## src/rtl/pc_rstack.sv

```systemverilog
// Fetch-stage program counter with a return-address stack (optional circular mode via PC_RSTACK_WRAP_EN).
// Latency: commands sampled on the rising edge; pc/count/flags reflect them right after that edge.
// Backpressure: none; a call on a full stack or a ret on an empty stack sets a sticky ovf/unf flag instead.
module pc_rstack #(
  parameter int               WIDTH     = 16,
  parameter int               DEPTH     = 8,
  parameter logic [WIDTH-1:0] RESET_VEC = '0
) (
  input  logic                         clk,
  input  logic                         reset,
  input  logic                         inc,
  input  logic                         add,
  input  logic                         sub,
  input  logic                         jmp,
  input  logic                         call,
  input  logic                         ret,
  input  logic [WIDTH-1:0]             offset,
  input  logic [WIDTH-1:0]             target,
  output logic [WIDTH-1:0]             pc,
  output logic [$clog2(DEPTH+1)-1:0]   count,
  output logic                         empty,
  output logic                         full,
  output logic                         ovf,
  output logic                         unf
);

  localparam int CW = $clog2(DEPTH+1);
  localparam int PW = $clog2(DEPTH);

  // Stack storage is a circular buffer addressed by top (next free slot).
  // Because DEPTH is a power of two, the pointer wraps naturally, so in
  // circular mode a push on a full stack lands on the oldest entry.
  logic [WIDTH-1:0] mem [DEPTH];
  logic [PW-1:0]    top;
  logic [PW-1:0]    top_m1;
  logic [PW-1:0]    top_nxt;
  logic [CW-1:0]    count_nxt;
  logic [WIDTH-1:0] pc_nxt;
  logic [WIDTH-1:0] pc_inc;
  logic             push;
  logic             pop;
  logic             ovf_set;
  logic             unf_set;

  assign top_m1 = top - 1'b1;
  assign pc_inc = pc + 1'b1;

  // Command decode in priority order ret > call > jmp > sub > add > inc.
  always_comb begin
    pc_nxt  = pc;
    push    = 1'b0;
    pop     = 1'b0;
    ovf_set = 1'b0;
    unf_set = 1'b0;
    if (ret) begin
      if (empty) begin
        unf_set = 1'b1;
      end else begin
        pop    = 1'b1;
        pc_nxt = mem[top_m1];
      end
    end else if (call) begin
      if (full) begin
        ovf_set = 1'b1;
`ifdef PC_RSTACK_WRAP_EN
        push   = 1'b1;
        pc_nxt = target;
`else
        push   = 1'b0;
`endif
      end else begin
        push   = 1'b1;
        pc_nxt = target;
      end
    end else if (jmp) begin
      pc_nxt = target;
    end else if (sub) begin
      pc_nxt = pc - offset;
    end else if (add) begin
      pc_nxt = pc + offset;
    end else if (inc) begin
      pc_nxt = pc_inc;
    end
  end

  // Next stack pointer and occupancy; an overwriting push keeps count at DEPTH.
  always_comb begin
    top_nxt   = top;
    count_nxt = count;
    if (push) begin
      top_nxt = top + 1'b1;
      if (!full) begin
        count_nxt = count + 1'b1;
      end
    end else if (pop) begin
      top_nxt   = top_m1;
      count_nxt = count - 1'b1;
    end
  end

  // Return-address storage; not reset, and a push in a reset cycle is discarded.
  always_ff @(posedge clk) begin
    if (push && !reset) begin
      mem[top] <= pc_inc;
    end
  end

  // Architectural state; flags are registered from the next occupancy so they
  // always agree with count after each edge.
  always_ff @(posedge clk) begin
    if (reset) begin
      pc    <= RESET_VEC;
      top   <= '0;
      count <= '0;
      empty <= 1'b1;
      full  <= 1'b0;
      ovf   <= 1'b0;
      unf   <= 1'b0;
    end else begin
      pc    <= pc_nxt;
      top   <= top_nxt;
      count <= count_nxt;
      empty <= (count_nxt == '0);
      full  <= (count_nxt == CW'(DEPTH));
      ovf   <= ovf | ovf_set;
      unf   <= unf | unf_set;
    end
  end

endmodule

```

## config.mk

```make
export PLATFORM = sky130hd
export DESIGN_NAME = pc_rstack
export DESIGN_NICKNAME = d
export VERILOG_FILES = /design/src/rtl/pc_rstack.sv
export SDC_FILE = /design/constraint.sdc
export NUM_CORES = 1
export LEC_CHECK = 0
export ABC_AREA = 1
export BUFFER_PORTS_ARGS = -buffer_cell sky130_fd_sc_hd__buf_2
export CAP_MARGIN = 10
export CORE_MARGIN = 10
export CORE_UTILIZATION = 25
export CTS_CLUSTER_SIZE = 24
export DETAILED_ROUTE_END_ITERATION = 8
export GPL_ROUTABILITY_DRIVEN = 0
export GPL_TIMING_DRIVEN = 0
export SETUP_SLACK_MARGIN = 0.2
export SYNTH_ARGS = -nofsm -noshare
export SYNTH_HDL_FRONTEND = slang
export SYNTH_SLANG_ARGS = --single-unit
```

## constraint.sdc

```tcl
create_clock -name clk -period 3.85 [get_ports clk]
set_clock_uncertainty 0.05 [all_clocks]
set_input_delay 0.77 -clock clk [delete_from_list [all_inputs] [get_ports clk]]
set_output_delay 0.77 -clock clk [all_outputs]
set_load 0.05 [all_outputs]
```

== After elaboration in Yosys (flattened, before gate mapping) ==
Memory sizes are Yosys's and may differ from the RTL's.
Index checks and enable logic that the tools add are counted.

* Register bits after elaboration: 27
* RAM bits: 128
* Output and inout bits: 24
* Memories: 1

* $add $sub $neg: 7
* Equal/unequal tests: 3
* Mux-type cells: 25
* Bitwise operators: 2
* Reduce and logical (&&, ||, !) cells: 6

{| class="wikitable"
|+ Memories
! name !! depth !! bits a word !! read ports !! clocked after memory_dff !! write ports !! RTL line !! text
|-
| mem || 8 || 16 || 1 || 0 || 1 || 33 || <nowiki>logic [WIDTH-1:0] mem [DEPTH];</nowiki>
|}

{| class="wikitable"
|+ Operators by type and width
! kind !! count
|-
| 16-bit 2-to-1 mux || 8
|-
| 16-bit by 1-bit adder with 16-bit output, second input constant || 1
|-
| 16-bit adder || 1
|-
| 16-bit subtractor || 1
|-
| 1-bit 2-to-1 mux || 12
|-
| 4-bit 2-to-1 mux || 3
|-
| 3-bit 2-to-1 mux || 2
|-
| 6-bit nonzero test || 1
|-
| 4-bit by 1-bit adder with 4-bit output, second input constant || 1
|-
| 4-bit equality test, second input constant || 1
|-
| 4-bit zero test || 1
|-
| 4-bit by 1-bit subtractor with 4-bit output, second input constant || 1
|-
| 3-bit by 1-bit adder with 3-bit output, second input constant || 1
|-
| 3-bit != test, second input constant || 1
|-
| 3-bit AND reduction || 1
|-
| 3-bit by 1-bit subtractor with 3-bit output, second input constant || 1
|-
| 2-bit != test, second input constant || 1
|-
| 1-bit bitwise OR || 2
|-
| 2-bit nonzero test || 1
|-
| 1-bit logical AND || 1
|-
| 1-bit zero test || 1
|}

== Depth between registers and ports, before layout ==
Gate-level depths: netlist (run 1).

* Word-level depth: 7
* Gate-level depth with buffers: 17
* Depth with buffers taken out: 16

== Least setup slack after synthesis (run 1) ==
Ideal clock, no wire load.

* Kind: input-to-reg
* Start point: in ret
* End point: mem mem[2][0] (enable)
* Setup time: 0.409 ns
* Arrival: 2.615 ns
* Required time: 3.391 ns
* Slack: 0.776 ns
* Cell stages on the path: 6
* Buffers on the path: 1
* Cells stage by stage: buf_2 > nor3_4 > inv_1 > nor2_1 > nand2_1 > nor3_1

* Longest elaborated chain between the ends: 4

{| class="wikitable"
|+ Ends and longest elaborated chain
! element !! RTL line !! text
|-
| from (decl) || 16 || <nowiki>input logic ret,</nowiki>
|-
| 1-bit 2-to-1 mux || 55 || <nowiki>if (ret) begin</nowiki>
|-
| 1-bit logical AND || 103 || <nowiki>if (push && !reset) begin</nowiki>
|-
| 1-bit 2-to-1 mux || 103 ||
|-
| 1-bit 2-to-1 mux (implied by the code) || 104 || <nowiki>mem[top] <= pc_inc;</nowiki>
|-
| to (decl) || 33 ||
|}

Every way passes these cells.

== Worst setup path after layout (run 1) ==
* Start point: reg top[0]
* End point: reg pc[2]

* Longest elaborated chain between the ends: 4

{| class="wikitable"
|+ Ends and longest elaborated chain
! element !! RTL line !! text
|-
| from (decl) || 34 || <nowiki>logic [PW-1:0] top;</nowiki>
|-
| from (signal assigned) || 121 || <nowiki>top <= top_nxt;</nowiki>
|-
| 3-bit by 1-bit subtractor with 3-bit output || 45 || <nowiki>assign top_m1 = top - 1'b1;</nowiki>
|-
| memory read 8 x 16 bit || n/a ||
|-
| 16-bit 2-to-1 mux || 56 || <nowiki>if (empty) begin</nowiki>
|-
| 16-bit 2-to-1 mux || 55 ||
|-
| to (signal assigned) || 120 || <nowiki>pc <= pc_nxt;</nowiki>
|-
| to (decl) || 19 || <nowiki>output logic [WIDTH-1:0] pc,</nowiki>
|}

Every way passes these cells. The select of a mux whose other input is x is not followed.
A chain may end at the register's enable or synchronous reset.

==> metrics.md, run 1 <==
| Metric | Value |
|---|---|
| Reg2reg setup slack | 0.69 ns |
| WHS | 0.404 ns |
| Syn Std Cell Area | 0.00874 sq mm |
| Startpoint Class | flop |
| Critical Path AT | 3.49 ns |
| Unrepaired setup endpoints after global routing | false |
| Number of global-route vias before repair | 7476 |
| Setup ws final | 0.688 ns |
| Seq pwr share | 33.2% |
| CTS Buf Count | 17 |
| Via count | 7664 |
| Clk sink count | 155 |
| DIE WIDTH | 207 um |
| Fin crit share | 82.1% |
| P_leak | 4.30 nW |
| Main synth FF type | edfxtp_1 |
| CP bufs+invs | 6 |
| Die H | 207 um |
| Internal power | 0.00393 W |
| Max-capacitance violation count | 0 |
| Root buffer cell | clkbuf_16 |
| Synthesized instance count | 1019 |
| Io pins | 64 |
| Synth cell types | 43 |
| Cell Chain, Critical Path | inv_1 -> buf_2 -> buf_2 -> ha_1 -> inv_1 -> clkbuf_1 -> o21ai_0 -> o221ai_1 -> nand3_1 -> o21ai_0 -> o21ai_0 -> inv_1 |
| Reg clk slew, reported paths | 0.07 ns |
| Critical path peak fanout | 10 |
| Worst setup EP type | flop |
| Initial antenna violation count | 0 |
| Most common cell after layout, fill and taps aside | nand2_1 |
| Post-synth ARST share | 0% |
| # port buffers | 62 |
| Max clock buf depth | 2 |
| Clk pwr share | 26.3% |
| Worst Hold Class | flop to flop |
| Starting density of the core | 25.3% |
| Drt pass-1 iters | 5 |
| Crit-path max cell delay | 0.51 ns |
| Sw Share | 41.5% |
| Core area | 0.0345 sq mm |
| Peak VDD IR | 312 uV |
| Pin count of the biggest net entering global routing | 17 |
| Yosys warning total | 0 |
| Final design utilization | 30.2% |
| Crit-path leading delay family | buffers and inverters |
| HPWL Detailed | 20.7 mm |
| First-pass GRT wire length | 42.0 mm |
| R2r startpoint | top[0] |
| Critical path type | flop to flop |
| Slew headroom | 41.7% |
| # rows | 68 |
| Pre-CTS setup slack | 0.684 ns |
| Power Density | 644 mW/mm^2 |
| Postcts setup bufs | 0 |
| Antenna-violating nets left | 0 |
| R2R Path End | pc[2] |
| Most frequent cells in the layout | nand2_1 (179), nor2_1 (135), edfxtp_1 (128) |
| GR Util All Layers | 12.8% |
| CP required | 4.18 ns |
| Crit-path slowest cell | clkbuf_1 |
| Register area share after synthesis | 50.2% |
| Post_cts resized | 0 |
| Final Critical Period | 3.16 ns |
| Total global routing overflow | 0 |
| Mapped Avg Cell Area | 8.57 sq um |
| Layout cells sized above 1 | 13.2% |
| Hold buffer count at CTS | 0 |
| Worst hold stages | 2 |
| Combinational power share | 40.5% |
| Wire per inst | 17.5 um |
| Post-synth EDFFs | 128 |
| Worst Tran Pin Value | 0.871 ns |
| Final setup violation count | 0 |
| Fmax | 316 MHz |
| Setup TNS | 0 ns |
| Area growth syn-to-layout | 19.4% |
| Number of H-tree levels | 4 |
| Number of synthesized register bits | 155 |
| R2r worst-path depth | 12 |
| Final hold violations | 0 |
| CTS tree | done |
| Iter 0 DRT Violations | 689 |
| Detailed Route WL | 27.6 mm |
| Clock Latency Late Sink | 0.42 ns |
| Slew Viols, Final | 0 |
| Die footprint | 0.0428 sq mm |
| Status | finished clean |
| N_diodes | 0 |
| Residual DRC | 0 |
| Switch Pwr | 0.00279 W |
| Nets | 1186 |
| Synth Net Count | 1096 |
| Avg Vias per Cell | 4.86 |
| Hold path start | unf |
| Worst Hold End | unf |
==> registers in the layout, summed over array words and instances (netlist names) <==
register / flops
unf: 1
ovf: 1
full: 1
top: 3
pc: 16
empty: 1
count: 4
mem: 128
==> cells by family (layout without fill, tap and decap cells) <==
family	count (synthesis)	after routing	share of synthesized area [%]
xor gates and xnor gates	19	19	1.90
DFF	155	155	50.2
buffers and inverters	165	267	7.65
and+or+nand+nor	415	415	19.8
AOI/OAI and AO/OA	228	228	15.0
adders and majority gates	37	37	5.47
==> worst min-delay path: stages, from the launching register on <==
cell,delay [ns]
dfxtp_1,0.31
inv_1,0.05
a21oi_1,0.05
==> routing by layer <==
metal / GRT usage (%) / vias up / routed length (um)
li1: - / 3662 / -
met1: 15.6 / 3673 / 11500
met2: 22.2 / 288 / 13800
met3: 2.62 / 41 / 1850
met4: 4.04 / 0 / 490
met5: 0 / - / 0
==> how the worst max path moves through the flow <==
stage          startpoint  cells after the start         end
2_1_floorplan         ret                      6   mem[2][0]
3_5_place_dp          ret                      8  mem[3][13]
4_1_cts            top[0]                     12       pc[2]
3_3_place_gp          ret                      7  mem[3][14]
6_report           top[0]                     12       pc[2]
5_1_grt            top[0]                     12       pc[2]
==> metrics by stage <==
stage               total power, W  instances  cell area [sq um]
floorplan                  0.00408       1019               8740
global placement           0.00489       1536               9620
detailed placement         0.00494       1545               9790
CTS                        0.00669       1576              10400
global route               0.00710       1576              10400
finish                     0.00672       1576              10400
==> power groups by stage <==
stage	Combinational, W	Sequential (W)	Clock [W]
finish	0.00272	0.00223	0.00177
global route	0.00300	0.00225	0.00184
CTS	0.00269	0.00223	0.00177
detailed placement	0.00268	0.00226	0
global placement	0.00262	0.00226	0
floorplan	0.00162	0.00246	0
==> layout make-up <==
type,count,area [sq um]
plain buffers,46,221
well taps,455,569
flip-flops and latches,155,4380
multi-input cells,699,3710
clock buffers,23,554
clock inverters,8,87.6
fillers,3704,24100
repair buffers,71,459
inverters,119,447
==> cell usage after synthesis (2+ instances only) <==
| cell | n | share of area (%) |
|---|---|---|
| a21oi_1 | 54 | 3.1 |
| buf_1 | 2 | 0.086 |
| buf_2 | 23 | 1.3 |
| buf_6 | 2 | 0.26 |
| clkbuf_1 | 17 | 0.73 |
| dfxtp_1 | 27 | 6.2 |
| edfxtp_1 | 128 | 44 |
| fa_1 | 2 | 0.46 |
| ha_1 | 35 | 5.0 |
| inv_1 | 115 | 4.9 |
| inv_2 | 4 | 0.17 |
| nand2_1 | 179 | 7.7 |
| nand3_1 | 61 | 3.5 |
| nand3b_1 | 2 | 0.17 |
| nand4_1 | 12 | 0.86 |
| nor2_1 | 141 | 6.1 |
| nor3_1 | 8 | 0.46 |
| o211ai_1 | 20 | 1.7 |
| o21ai_0 | 108 | 6.2 |
| o21ai_1 | 2 | 0.11 |
| o21bai_1 | 3 | 0.26 |
| o221ai_1 | 18 | 1.8 |
| o22ai_1 | 16 | 1.1 |
| or2_2 | 4 | 0.29 |
| xor2_1 | 18 | 1.8 |
(Power assumes the default switching activity.)
==> run 2: changes to the inputs <==
Clock period 3.85 ns to 2.9 ns, I/O delays scaled along.
==> run 2 against run 1 <==
First-iteration DRC count shrank 31%. Utilization unchanged. Largest power group unchanged. Design area unchanged. Total power is 31% higher. Global-route usage hardly changed. Fmax rose by 28%. Sequential power increased by 33%. Sequential share of layout area is essentially flat.
==> metrics.md, run 2 (synthesis gave the netlist of run 1 again) <==
| Metric | Value |
|---|---|
| DP Area | 0.00977 sq mm |
| # port buffers | 62 |
| Hold buffer count at CTS | 0 |
| Reg clk slew, reported paths | 0.07 ns |
| Critical path peak fanout | 10 |
| Detailed Route WL | 27.1 mm |
| Via count | 7477 |
| Die H | 207 um |
| R2r worst-path depth | 11 |
| Crit-path max cell delay | 0.39 ns |
| Slew Viols, Final | 0 |
| Area growth syn-to-layout | 19.4% |
| Final design utilization | 30.2% |
| Combinational power share | 41.3% |
| Peak VDD IR | 471 uV |
| Worst Hold Class | flop to flop |
| Setup TNS | 0 ns |
| Startpoint Class | flop |
| Switch Pwr | 0.00374 W |
| # rows | 68 |
| Io pins | 64 |
| Worst hold stages | 2 |
| Internal power | 0.00509 W |
| Wire per inst | 17.2 um |
| Max clock buf depth | 2 |
| P_leak | 4.29 nW |
| Sw Share | 42.4% |
| Most common cell after layout, fill and taps aside | nand2_1 |
| Number of global-route vias before repair | 7449 |
| Layout cells sized above 1 | 14.7% |
| Clk sink count | 155 |
| DIE WIDTH | 207 um |
| Final Critical Period | 2.47 ns |
| Max-capacitance violation count | 0 |
| Cell Chain, Critical Path | inv_1 -> clkbuf_4 -> clkbuf_4 -> ha_4 -> xnor2_1 -> inv_1 -> clkbuf_2 -> o211ai_1 -> nand2_1 -> a21oi_1 -> nor2_1 |
| GR Util All Layers | 12.8% |
| HPWL Detailed | 20.8 mm |
| Slew headroom | 42.0% |
| Clk pwr share | 25.1% |
| N_diodes | 0 |
| Total global routing overflow | 0 |
| Status | finished clean |
| Initial antenna violation count | 0 |
| Worst Tran Pin Value | 0.867 ns |
| CP required | 3.16 ns |
| Max reg flops | 128 |
| Worst setup EP type | flop |
| Biggest regs | mem (128), pc (16), count (4) |
| Postcts setup bufs | 0 |
| Largest Register | mem |
| Root buffer cell | clkbuf_16 |
| Hold path start | ovf |
| Iter 0 DRT Violations | 472 |
| Crit-path slowest cell | dfxtp_2 |
| Worst Hold End | ovf |
| Seq pwr share | 33.6% |
| Post-layout instance area | 0.0104 sq mm |
| Unrepaired setup endpoints after global routing | true |
| First-pass GRT wire length | 42.2 mm |
| Critical path type | flop to flop |
| Fmax | 405 MHz |
| R2r startpoint | top[0] |
| Fin crit share | 85.2% |
| Pin count of the biggest net entering global routing | 17 |
| Core area | 0.0345 sq mm |
| Avg Vias per Cell | 4.74 |
| Clock Latency Late Sink | 0.43 ns |
| R2R Path End | pc[5] |
| Nets | 1185 |
| CTS Buf Count | 17 |
| Starting density of the core | 25.3% |
| CP bufs+invs | 5 |
| Critical Path AT | 2.74 ns |
| Drt pass-1 iters | 5 |
| Crit-path leading delay family | buffers and inverters |
| Number of H-tree levels | 4 |
| Reg2reg setup slack | 0.43 ns |
| Most frequent cells in the layout | nand2_1 (177), nor2_1 (135), edfxtp_1 (128) |
| Final setup violation count | 0 |
| CTS tree | done |
| Antenna-violating nets left | 0 |
| Final hold violations | 0 |
| Power Density | 846 mW/mm^2 |
| Residual DRC | 0 |
| Die footprint | 0.0428 sq mm |
-- run 2: changes by cell type in the layout (fill, tap and decap cells not counted), moves of 4 or more --
cell	change
clkbuf_1	-6
clkbuf_4	+5
buf_8	+4
clkbuf_16	-4
clkbuf_2	+4
-- run 2: worst register-to-register path, stage by stage, from the launching register on --
cell and delay [ns]:
dfxtp_2 0.39, inv_1 0.08, clkbuf_4 0.19, clkbuf_4 0.21, ha_4 0.18, xnor2_1 0.22, inv_1 0.15, clkbuf_2 0.29
o211ai_1 0.34, nand2_1 0.09, a21oi_1 0.13, nor2_1 0.05
-- run 2: layer usage --
metal,track usage [%],vias up,routed length [um]
met5,0,-,0
met3,2.59,51,1520
met1,15.6,3531,11500
li1,-,3672,-
met4,4.50,0,723
met2,22.0,223,13400
-- run 2: cell type report --
type	instances	area, sq um
fill	3724	24100
clock inverter	14	148
multi-input combinational	699	3750
timing repair buffer	70	430
clock buffer	18	450
inverter	119	447
tap	455	569
sequential	155	4390
buffer	46	245
-- run 2: worst max path at each step --
stage,startpoint,to,slack (ns),cells past startpoint
3_5_place_dp,top[0],pc[2],-0.15,12
6_report,top[0],pc[5],0.43,11
2_1_floorplan,pc[0],pc[14],0.32,14
5_1_grt,pc[0],pc[14],0.19,13
4_1_cts,pc[0],pc[14],0.18,13
3_3_place_gp,ret,mem[0][13],-0.66,7
-- run 2: repair_timing --
item	CTS	global route
pin swaps	0	1
endpoints found under the setup margin	16	16
cloned	0	0
gates resized for setup	9	15
-- run 2: metrics by stage --
stage	total power (W)	std cells	setup WS, ns	hold slack, ns
final	0.00883	1576	0.428	0.400
after global routing	0.00936	1576	0.186	0.428
after CTS	0.00877	1576	0.180	0.399
after detailed placement	0.00657	1544	-0.148	0.390
after global placement	0.00650	1536	-0.659	0.383
after floorplan	0.00542	1019	0.323	0.437
-- run 2: power groups by stage --
stage / Combinational, W / Clock (W) / Sequential (W)
6_report: 0.00364 / 0.00222 / 0.00297
5_1_grt: 0.00405 / 0.00231 / 0.00300
4_1_cts: 0.00359 / 0.00222 / 0.00296
3_5_place_dp: 0.00356 / 0 / 0.00301
3_3_place_gp: 0.00349 / 0 / 0.00301
2_1_floorplan: 0.00215 / 0 / 0.00327
==> run 3: changes to the inputs <==
Settings changed: MAX_ROUTING_LAYER set to met4.
==> run 3 against run 2 <==
Fmax rose by 0.70%. Highest routed layer unchanged. Design area unchanged. Register-to-register slack gained 0.02 ns. Utilization unchanged. Via count rose by 0.43%. First-iteration DRC count rose by 9.3%. Critical path depth is the same. Clock power barely moved. Global-route usage is 0.39 points higher. Total power about the same. Cell count unchanged. Flip-flop and latch count stayed put.
==> metrics.md, run 3 (synthesis gave the netlist of run 1 again) <==
| Metric | Value |
|---|---|
| N_diodes | 0 |
| Io pins | 64 |
| Hold path start | ovf |
| Worst setup EP type | flop |
| Status | finished clean |
| Biggest regs | mem (128), pc (16), count (4) |
| Max reg flops | 128 |
| Critical Path AT | 2.72 ns |
| Clock Latency Late Sink | 0.43 ns |
| Die H | 207 um |
| First-pass GRT wire length | 42.1 mm |
| Max clock buf depth | 2 |
| # port buffers | 62 |
| Final hold violations | 0 |
| Critical path peak fanout | 10 |
| Largest Register | mem |
| Startpoint Class | flop |
| Starting density of the core | 25.3% |
| Final design utilization | 30.2% |
| # rows | 68 |
| Clk pwr share | 25.1% |
| Clk sink count | 155 |
| Pin count of the biggest net entering global routing | 17 |
| Non-filler instance count after layout | 1576 |
| Die footprint | 0.0428 sq mm |
| Met2 Use GR | 22.0% |
| Antenna-violating nets left | 0 |
| Routing usage on met1 | 15.7% |
| HPWL Detailed | 20.8 mm |
| Avg Vias per Cell | 4.76 |
| WHS | 0.400 ns |
| Most frequent cells in the layout | nand2_1 (177), nor2_1 (135), edfxtp_1 (128) |
| Final setup violation count | 0 |
| DP Area | 0.00977 sq mm |
| Fmax | 407 MHz |
| CTS Buf Count | 17 |
| Drt pass-1 iters | 5 |
| CTS tree | done |
| Area growth syn-to-layout | 19.4% |
| Number of global-route vias before repair | 7460 |
| GR peak layer | met2 |
| Worst hold stages | 2 |
| Worst Hold Class | flop to flop |
| GR Util All Layers | 13.2% |
| Worst Tran Pin Value | 0.868 ns |
| Slew Viols, Final | 0 |
| Layout cells sized above 1 | 14.7% |
| Reg clk slew, reported paths | 0.07 ns |
| Unrepaired setup endpoints after global routing | true |
| Post-layout instance area | 0.0104 sq mm |
| R2r worst-path depth | 11 |
| GR Layer Usage met3 | 2.34% |
| R2r startpoint | top[0] |
| Placed Cells | 1544 |
| Critical path type | flop to flop |
| CP endpoint | pc[5] |
| Initial antenna violation count | 0 |
| Combinational power share | 41.3% |
| Pre-CTS setup slack | -0.148 ns |
| Root buffer cell | clkbuf_16 |
| Number of H-tree levels | 4 |
| Residual DRC | 0 |
| Internal power | 0.00509 W |
| Power Density | 847 mW/mm^2 |
| DIE WIDTH | 207 um |
| Max-capacitance violation count | 0 |
| Seq pwr share | 33.6% |
| Final Critical Period | 2.45 ns |
| Wire per inst | 17.2 um |
| Peak VDD IR | 471 uV |
| Core area | 0.0345 sq mm |
| R2R Path End | pc[5] |
| Beginning of the critical path | top[0] |
| Slew headroom | 42.0% |
| Fin crit share | 84.6% |
| P_leak | 4.29 nW |
| Total global routing overflow | 0 |
| Detailed Route WL | 27.1 mm |
| Via count | 7509 |
| Reg2reg setup slack | 0.45 ns |
| Iter 0 DRT Violations | 516 |
| CP required | 3.17 ns |
| Sw Share | 42.5% |
| Most common cell after layout, fill and taps aside | nand2_1 |
| Nets | 1185 |
| Switch Pwr | 0.00375 W |
| Setup ws final | 0.445 ns |
run 3: worst min-delay path by stage:
| stage | endpoint | slack (ns) |
|---|---|---|
| after global routing | ovf | 0.43 |
| after global placement | ovf | 0.38 |
| after floorplan | top[1] | 0.44 |
| after CTS | unf | 0.40 |
| final | ovf | 0.40 |
| after detailed placement | ovf | 0.39 |
run 3: cell type report:
type	instances	area [sq um]
Buffer	46	245
Clock buffer	18	450
Clock inverter	14	148
Fill cell	3724	24100
Inverter	119	447
Multi-Input combinational cell	699	3750
Sequential cell	155	4390
Tap cell	455	569
Timing Repair Buffer	70	430
run 3: critical path: stages (launching register included):
cell and delay [ns]:
dfxtp_2 0.39, inv_1 0.08, clkbuf_4 0.19, clkbuf_4 0.21, ha_4 0.18, xnor2_1 0.22, inv_1 0.15, clkbuf_2 0.28
o211ai_1 0.33, nand2_1 0.09, a21oi_1 0.13, nor2_1 0.05
run 3: per-stage QoR:
stage	power [W]	TNS (ns)
floorplan	0.00542	0
global placement	0.00650	-65.87
detailed placement	0.00657	-0.675
CTS	0.00877	0
global route	0.00936	0
finish	0.00884	0
run 3: repair_timing:
item	in CTS	in global routing
buffers inserted	0	0
gates resized for setup	9	15
pin swaps	0	1
setup endpoints to repair	16	14
endpoints found under the hold margin	0	0
hold buffers	0	0
cloned	0	0
run 3: routing by layer:
| layer | vias up | wire length [um] |
|---|---|---|
| li1 | 3677 | - |
| met1 | 3561 | 11800 |
| met2 | 220 | 13400 |
| met3 | 51 | 1290 |
| met4 | 0 | 656 |
| met5 | - | 0 |
run 3: power by group through the flow:
stage	Sequential, W	Combinational, W	Clock (W)
2_1_floorplan	0.00327	0.00215	0
3_3_place_gp	0.00301	0.00349	0
3_5_place_dp	0.00301	0.00356	0
4_1_cts	0.00296	0.00359	0.00222
5_1_grt	0.00300	0.00405	0.00231
6_report	0.00297	0.00365	0.00222
